`src/rtl/period_meter.sv`:
```
// period_meter: measures the period and high time of an asynchronous strobe in clk cycles.
// top reports period-1 so it can be loaded straight into a divider to regenerate the waveform.
module period_meter #(
  parameter int n = 8
) (
  input  logic         clk,
  input  logic         n_reset,
  input  logic         en,
  input  logic         in,
  output logic [n-1:0] top,
  output logic [n-1:0] high,
  output logic         valid,
  output logic         ovf
);

  typedef enum logic [1:0] {
    IDLE    = 2'd0,
    ARM     = 2'd1,
    MEASURE = 2'd2
  } state_t;

  localparam logic [n-1:0] ZERO = '0;
  localparam logic [n-1:0] ONE  = {{(n-1){1'b0}}, 1'b1};

  state_t       r_state;
  logic         r_s1;
  logic         r_s2;
  logic         r_d;
  logic [n-1:0] r_cnt;
  logic [n-1:0] r_hcnt;
  logic [n-1:0] r_top;
  logic [n-1:0] r_high;
  logic         r_valid;
  logic         r_ovf;

  logic         w_rise;
  logic         w_cntFull;
  logic [n-1:0] w_hInc;

  // Flops reset high so an input already high at reset does not look like a rising edge.
  always_ff @(posedge clk or negedge n_reset) begin
    if (!n_reset) begin
      r_s1 <= 1'b1;
      r_s2 <= 1'b1;
      r_d  <= 1'b1;
    end else begin
      r_s1 <= in;
      r_s2 <= r_s1;
      r_d  <= r_s2;
    end
  end

  assign w_rise    = r_s2 & ~r_d;
  assign w_cntFull = &r_cnt;
  assign w_hInc    = {{(n-1){1'b0}}, r_s2};

  always_ff @(posedge clk or negedge n_reset) begin
    if (!n_reset) begin
      r_state <= IDLE;
      r_cnt   <= ZERO;
      r_hcnt  <= ZERO;
      r_top   <= ZERO;
      r_high  <= ZERO;
      r_valid <= 1'b0;
      r_ovf   <= 1'b0;
    end else begin
      r_valid <= 1'b0;
      if (!en) begin
        // Disable beats a coincident edge: results are kept, nothing is published.
        r_state <= IDLE;
        r_cnt   <= ZERO;
        r_hcnt  <= ZERO;
      end else begin
        case (r_state)
          IDLE: begin
            r_state <= ARM;
            r_cnt   <= ZERO;
            r_hcnt  <= ZERO;
          end
          ARM: begin
            if (w_rise) begin
              r_state <= MEASURE;
              r_cnt   <= ZERO;
              r_hcnt  <= ONE;
            end
          end
          MEASURE: begin
            if (w_rise) begin
              r_top   <= r_cnt;
              r_high  <= r_hcnt;
              r_valid <= 1'b1;
              r_ovf   <= 1'b0;
              r_cnt   <= ZERO;
              r_hcnt  <= ONE;
            end else if (w_cntFull) begin
              // Period longer than 2^n: flag it and re-arm on the next edge.
              r_ovf   <= 1'b1;
              r_state <= ARM;
              r_cnt   <= ZERO;
              r_hcnt  <= ZERO;
            end else begin
              r_cnt  <= r_cnt + ONE;
              r_hcnt <= r_hcnt + w_hInc;
            end
          end
          default: begin
            r_state <= IDLE;
            r_cnt   <= ZERO;
            r_hcnt  <= ZERO;
          end
        endcase
      end
    end
  end

  assign top   = r_top;
  assign high  = r_high;
  assign valid = r_valid;
  assign ovf   = r_ovf;

endmodule

```
`config.mk`:
```
export PLATFORM = sky130hd
export DESIGN_NAME = period_meter
export DESIGN_NICKNAME = d
export VERILOG_FILES = /design/src/rtl/period_meter.sv
export SDC_FILE = /design/constraint.sdc
export NUM_CORES = 1
export LEC_CHECK = 0
export ABC_AREA = 1
export CORE_MARGIN = 10
export CORE_UTILIZATION = 55
export DETAILED_ROUTE_END_ITERATION = 8
export DONT_BUFFER_PORTS = 1
export PLACE_DENSITY_LB_ADDON = 0.05
export REMOVE_ABC_BUFFERS = 1
export SLEW_MARGIN = 20
export SYNTH_ARGS = -nofsm -noshare
export SYNTH_HDL_FRONTEND = slang
export SYNTH_SLANG_ARGS = --single-unit
```
`constraint.sdc`:
```
create_clock -name clk -period 1.53 [get_ports clk]
set_input_delay 0.153 -clock clk [delete_from_list [all_inputs] [get_ports clk]]
set_output_delay 0.153 -clock clk [all_outputs]
set_load 0.02 [all_outputs]
```
After elaboration in Yosys (flattened, before gate mapping)
Index checks and enable logic that the tools add are counted.
W data, S select, Z words.
{ "totals": {"word_cells": 45, "in_bits": 4, "regBits": 39, "out_inout_bits": 18} }
{ "classes": {"addsub": 2, "mux": 20, "n_eq_ne": 5, "n_reduce_logical": 6, "n_bitwise": 2} }
{ "ops": {"columns": ["cell", "count"], "rows": [
  ["$mux W8", 8],
  ["$pmux W8 S2", 2],
  ["$ne A3 B3 Y1 const B", 3],
  ["$reduce_and A3 Y1", 3],
  ["$add A8 B1 Y8", 1],
  ["$add A8 B1 Y8 const B", 1],
  ["$mux W2", 4],
  ["$reduce_and A8 Y1", 1],
  ["$pmux W2 S3", 1],
  ["$mux W1", 5],
  ["$eq A2 B1 Y1 const B", 1],
  ["$eq A2 B2 Y1 const B", 1],
  ["$logic_not A2 Y1", 1],
  ["$reduce_bool A2 Y1", 1],
  ["$and A1 B1 Y1", 1],
  ["$not A1 Y1", 1]
]} }

Longest topological paths before layout
{ "depth": {"word_depth": 5, "mapped_depth": 10, "mapped_depth_nobuf": 10} }

Worst setup path before layout
Ideal clock, no wire load.
{ "synth_path": {"path_kind": "reg-to-reg", "from": "register r_s2", "to": "register r_hcnt[6]", "path_stages_with_launch": 9, "setup_time_ns": 0.071, "required_time_ns": 1.459, "slack_ns": 0.063, "n_path_buf": 0, "arrival_ns": 1.396, "path_cell_list": "dfstp_2 -> ha_1 -> ha_1 -> nand2_1 -> nor2_2 -> nand3_1 -> o21ai_0 -> o21ai_0 -> nor2_1"} }
{ "synth_between": {"elab_chain_len": 5} }
{ "synth_lines": {"columns": ["element", "line", "source"], "rows": [
  ["from (decl)", "27", "logic r_s2;"],
  ["from (signal assigned)", "48", "r_s2 <= r_s1;"],
  ["$add A8 B1 Y8", "103", "r_hcnt <= r_hcnt + w_hInc;"],
  ["$mux W8", "95", "end else if (w_cntFull) begin"],
  ["$mux W8", "88", "if (w_rise) begin"],
  ["$pmux W8 S2", "74", "case (r_state)"],
  ["$mux W8", "68", "if (!en) begin"],
  ["to (signal assigned)", "103", null],
  ["to (decl)", "30", "logic [n-1:0] r_hcnt;"]
]} }
Several ways; a longest one is shown, not always the timed one.
A chain may end at the register's enable or synchronous reset.

Worst setup path after layout
Same ends and word-level chain as after synthesis.

==> summary.md <==
| Metric | Value |
|---|---|
| Status | `finished, final reports clean` |
| Vias per inst | `about 5.1` |
| Post-placement cell count | `about 260` |
| Die Area | `between 6000 and 7000 um2` |
| Overall power | `2.51 mW` |
| Die height | `between 70 and 80 um` |
| Internal power | `~1.7 mW` |
| Area used by multi-input combinational logic | `between 800 and 900 um2` |
| Gr ovfl total | `0` |
| Worst skew pair latency | `~0.35 ns` |
| P&R area growth vs syn | `17.8%` |
| Core area | `between 3000 and 4000 um2` |
| Clock slew at reported path FFs | `roughly 0.12 ns` |
| Final core utilization | `67.4%` |
| Yosys warns | `0` |
| FF+latch area | `between 900 and 1000 um2` |
| Number of clock sinks | `39` |
| Vias in the first global route | `around 1,300` |
| TritonCTS clock tree | `done` |
| Slew margin rel. | `about four fifths` |
| DRT Wirelength | `between 3 and 4 mm` |
| CP Launch Type | `register` |
| # fillers | `between 300 and 400` |
| Starting Density | `a little under three fifths` |
| Async set-reset flop share out of synthesis | `100%` |
| Seq/Total Area, Yosys | `between 50% and 60%` |
| Reg2reg setup slack | `0.04 ns` |
| Worst path cell trace | `ha_4, ha_4, nand2_2, nor2_4, nand3_2, o21ai_2, o21ai_1, nor2_1` |
| DRT iter0 DRCs | `around 100` |
| DR WL/cell | `13.1 um` |
| Buf+Inv Stages, Crit Path | `0` |
| Worst-path fanout max | `3` |
| Dpl hpwl | `roughly 2.6 mm` |
| Root Buffer | `clkbuf_4` |
| Switch share | `32.7%` |
| H-tree depth | `2` |
| Slowest stage delay, CP | `between 0.5 and 0.6 ns` |
| Netlist cell types | `27` |
| Period utilization | `around 97%` |
| Max_cap viols | `0` |
| Io pins | `22` |
| Power density over cell area | `roughly 1100 nW/um2` |
| Arr. time, crit path | `around 1.8 ns` |
| Register bit total from synthesis | `39` |
| Hold Worst Slack | `between 0.03 and 0.04 ns` |
| Pin count of the biggest net entering global routing | `40` |
| Setup TNS | `0 ns` |
| Global-route wire length before repair | `about 6.3 mm` |
| CTS Buffer Depth | `2` |
| NetSw | `a little over 0.8 mW` |
| Crit path max-delay family | `flip-flops` |
| Clock share of power | `about 28%` |
| Slew Viols, Final | `0` |
| Non-Filler Instances | `277` |
| Fmax | `between 600 and 700 MHz` |
| RSZ-0062 raised after global routing | `true` |
| Clock skew | `roughly 0.013 ns` |
| Die W | `around 79 um` |
| TritonCTS buffer count | `5` |
| GRT Util Overall | `roughly an eighth` |
| Seq pwr share | `about 47%` |
| Peak VDD IR | `approximately 0.66 mV` |
| Static leakage | `roughly 1.0 nW` |
| RePlAce Congestion | `between 0.7 and 0.8` |
| Setup CP Type | `reg -> reg` |
| Cell area after synthesis | `1910 um2` |
| Vias | `~1,400` |
| Slowest CP cell | `dfstp_2` |
| Most common cell type on the critical path | `ha_4` |
| Syn_area_per_cell | `8.96 um2` |
| Min cycle time layout | `~1.5 ns` |
| Mapped Cells | `between 200 and 250` |
| Worst slew pin tran | `0.272 ns` |
| NumNets Final | `240` |
| Combinational Power Share | `between 20% and 30%` |
| Layout cells sized above 1 | `a little over a quarter` |
| Drt first pass iters | `4` |
| N_diodes | `0` |
| Post-synth top flop | `dfrtp_1` |
| Worst Hold Class | `in -> reg` |
| PortBufs | `0` |
| Hold Vio Cnt, Final | `0` |
| Antenna Nets Post-Route | `0` |
| Initial antenna violation count | `0` |
| Worst setup EP type | `register` |
| EDFF count, synth | `0` |
| Setup Viol. Count Final | `0` |
| Required time worst endpoint | `roughly 1.8 ns` |
| DRC errors left | `0` |
| # rows | `21` |
## through the flow
stage / area [um2] / setup slack [ns]
global placement: 1980 / 0.0332
finish: 2250 / 0.0420
detailed placement: 1980 / 0.00358
CTS: 2110 / 0.00938
floorplan: 1860 / 0.0529
global route: 2250 / -0.0820
## cell usage after synthesis, types with 2 or more instances
| master | n | area [um2] |
|---|---|---|
| o21ai_0 | 17 | 85.1 |
| nor2_1 | 12 | 45.0 |
| a21oi_2 | 3 | 26.3 |
| buf_6 | 4 | 45.0 |
| dfrtp_1 | 36 | 901 |
| nand2_2 | 7 | 43.8 |
| a21oi_1 | 7 | 35.0 |
| nor3_2 | 2 | 20.0 |
| xor2_1 | 5 | 43.8 |
| nand4_1 | 2 | 12.5 |
| ha_1 | 6 | 75.1 |
| o21ai_1 | 2 | 10.0 |
| nand3_1 | 5 | 25.0 |
| dfstp_2 | 3 | 78.8 |
| nand2_1 | 62 | 233 |
| inv_1 | 23 | 86.3 |
| inv_2 | 3 | 11.3 |
| nand3_2 | 2 | 20.0 |
| nand2_4 | 4 | 45.0 |
## state kept, by name, indices dropped and copies added (netlist names)
name,cells
r_state,2
valid,1
r_cnt,8
top,8
r_d,1
high,8
ovf,1
r_s2,1
r_s1,1
r_hcnt,8
## worst paths after layout
kind,end,depth (start not counted),startpoint
max,r_hcnt[6],8,r_s2
min,r_hcnt[0],4,en
max reg2reg,r_hcnt[6],8,r_s2
min reg2reg,r_s2,0,r_s1
max in group asynchronous,r_s1,2,n_reset
min in group asynchronous,high[3],2,n_reset
## layer usage
| metal | vias to the layer above | track usage [%] | part of all wire, % |
|---|---|---|---|
| li1 | 696 | - | - |
| met1 | 675 | 14.5 | 43 |
| met2 | 26 | 20.6 | 50 |
| met3 | 5 | 5.74 | 6.3 |
| met4 | 0 | 3.76 | 1.3 |
| met5 | - | 0 | 0 |
## area by class of cell
cell class | instances | share of cell area, %
tap | 46 | 2.56
clock buffer | 5 | 1.67
inverter | 28 | 5.12
multi-input combinational | 142 | 38.5
timing repair buffer | 14 | 6.68
clock inverter | 3 | 1.95
sequential | 39 | 43.6
## worst register-to-register path: stages (launching register included)
cell and delay, ns:
dfstp_2 0.57, ha_4 0.15, ha_4 0.13, nand2_2 0.06
nor2_4 0.12, nand3_2 0.10, o21ai_2 0.15, o21ai_1 0.08
nor2_1 0.09
## kinds of logic (layout without fill, tap and decap cells)
logic type,after synthesis,after routing,synth area share [%]
compound gates,30,30,8.59
fa+ha+maj,6,6,3.93
xor+xnor,5,5,2.29
simple gates,100,101,25.4
flops,39,39,51.3
buf+inv,33,50,8.46
## power by group through the flow
stage | clock (mW) | sequential (mW) | combinational, mW
after global placement | 0 | 1.19 | 0.469
final | 0.699 | 1.18 | 0.628
after floorplan | 0 | 1.18 | 0.360
after detailed placement | 0 | 1.20 | 0.477
after CTS | 0.714 | 1.18 | 0.517
after global routing | 0.767 | 1.19 | 0.716
## what timing repair did
action,in CTS,in global routing
setup buffers,0,3
setup endpoints to repair,1,29
cloned,0,1
gates resized for setup,1,26
hold endpoints to repair,43,0
pin swaps,0,6
hold buffers,4,0
## layout by cell type (no fill, tap or decap), types with 4 or more instances in the layout
cell / Yosys / final
a21oi_1: 7 / 7
buf_4: 1 / 8
clkbuf_4: 0 / 5
dfrtp_1: 36 / 36
inv_1: 23 / 21
inv_2: 3 / 4
nand2_1: 62 / 59
nand2_2: 7 / 9
nand2_4: 4 / 4
nand3_1: 5 / 4
nor2_1: 12 / 10
o21ai_0: 17 / 14
o21ai_1: 2 / 4
xor2_1: 5 / 5
(Power assumes the default switching activity.)
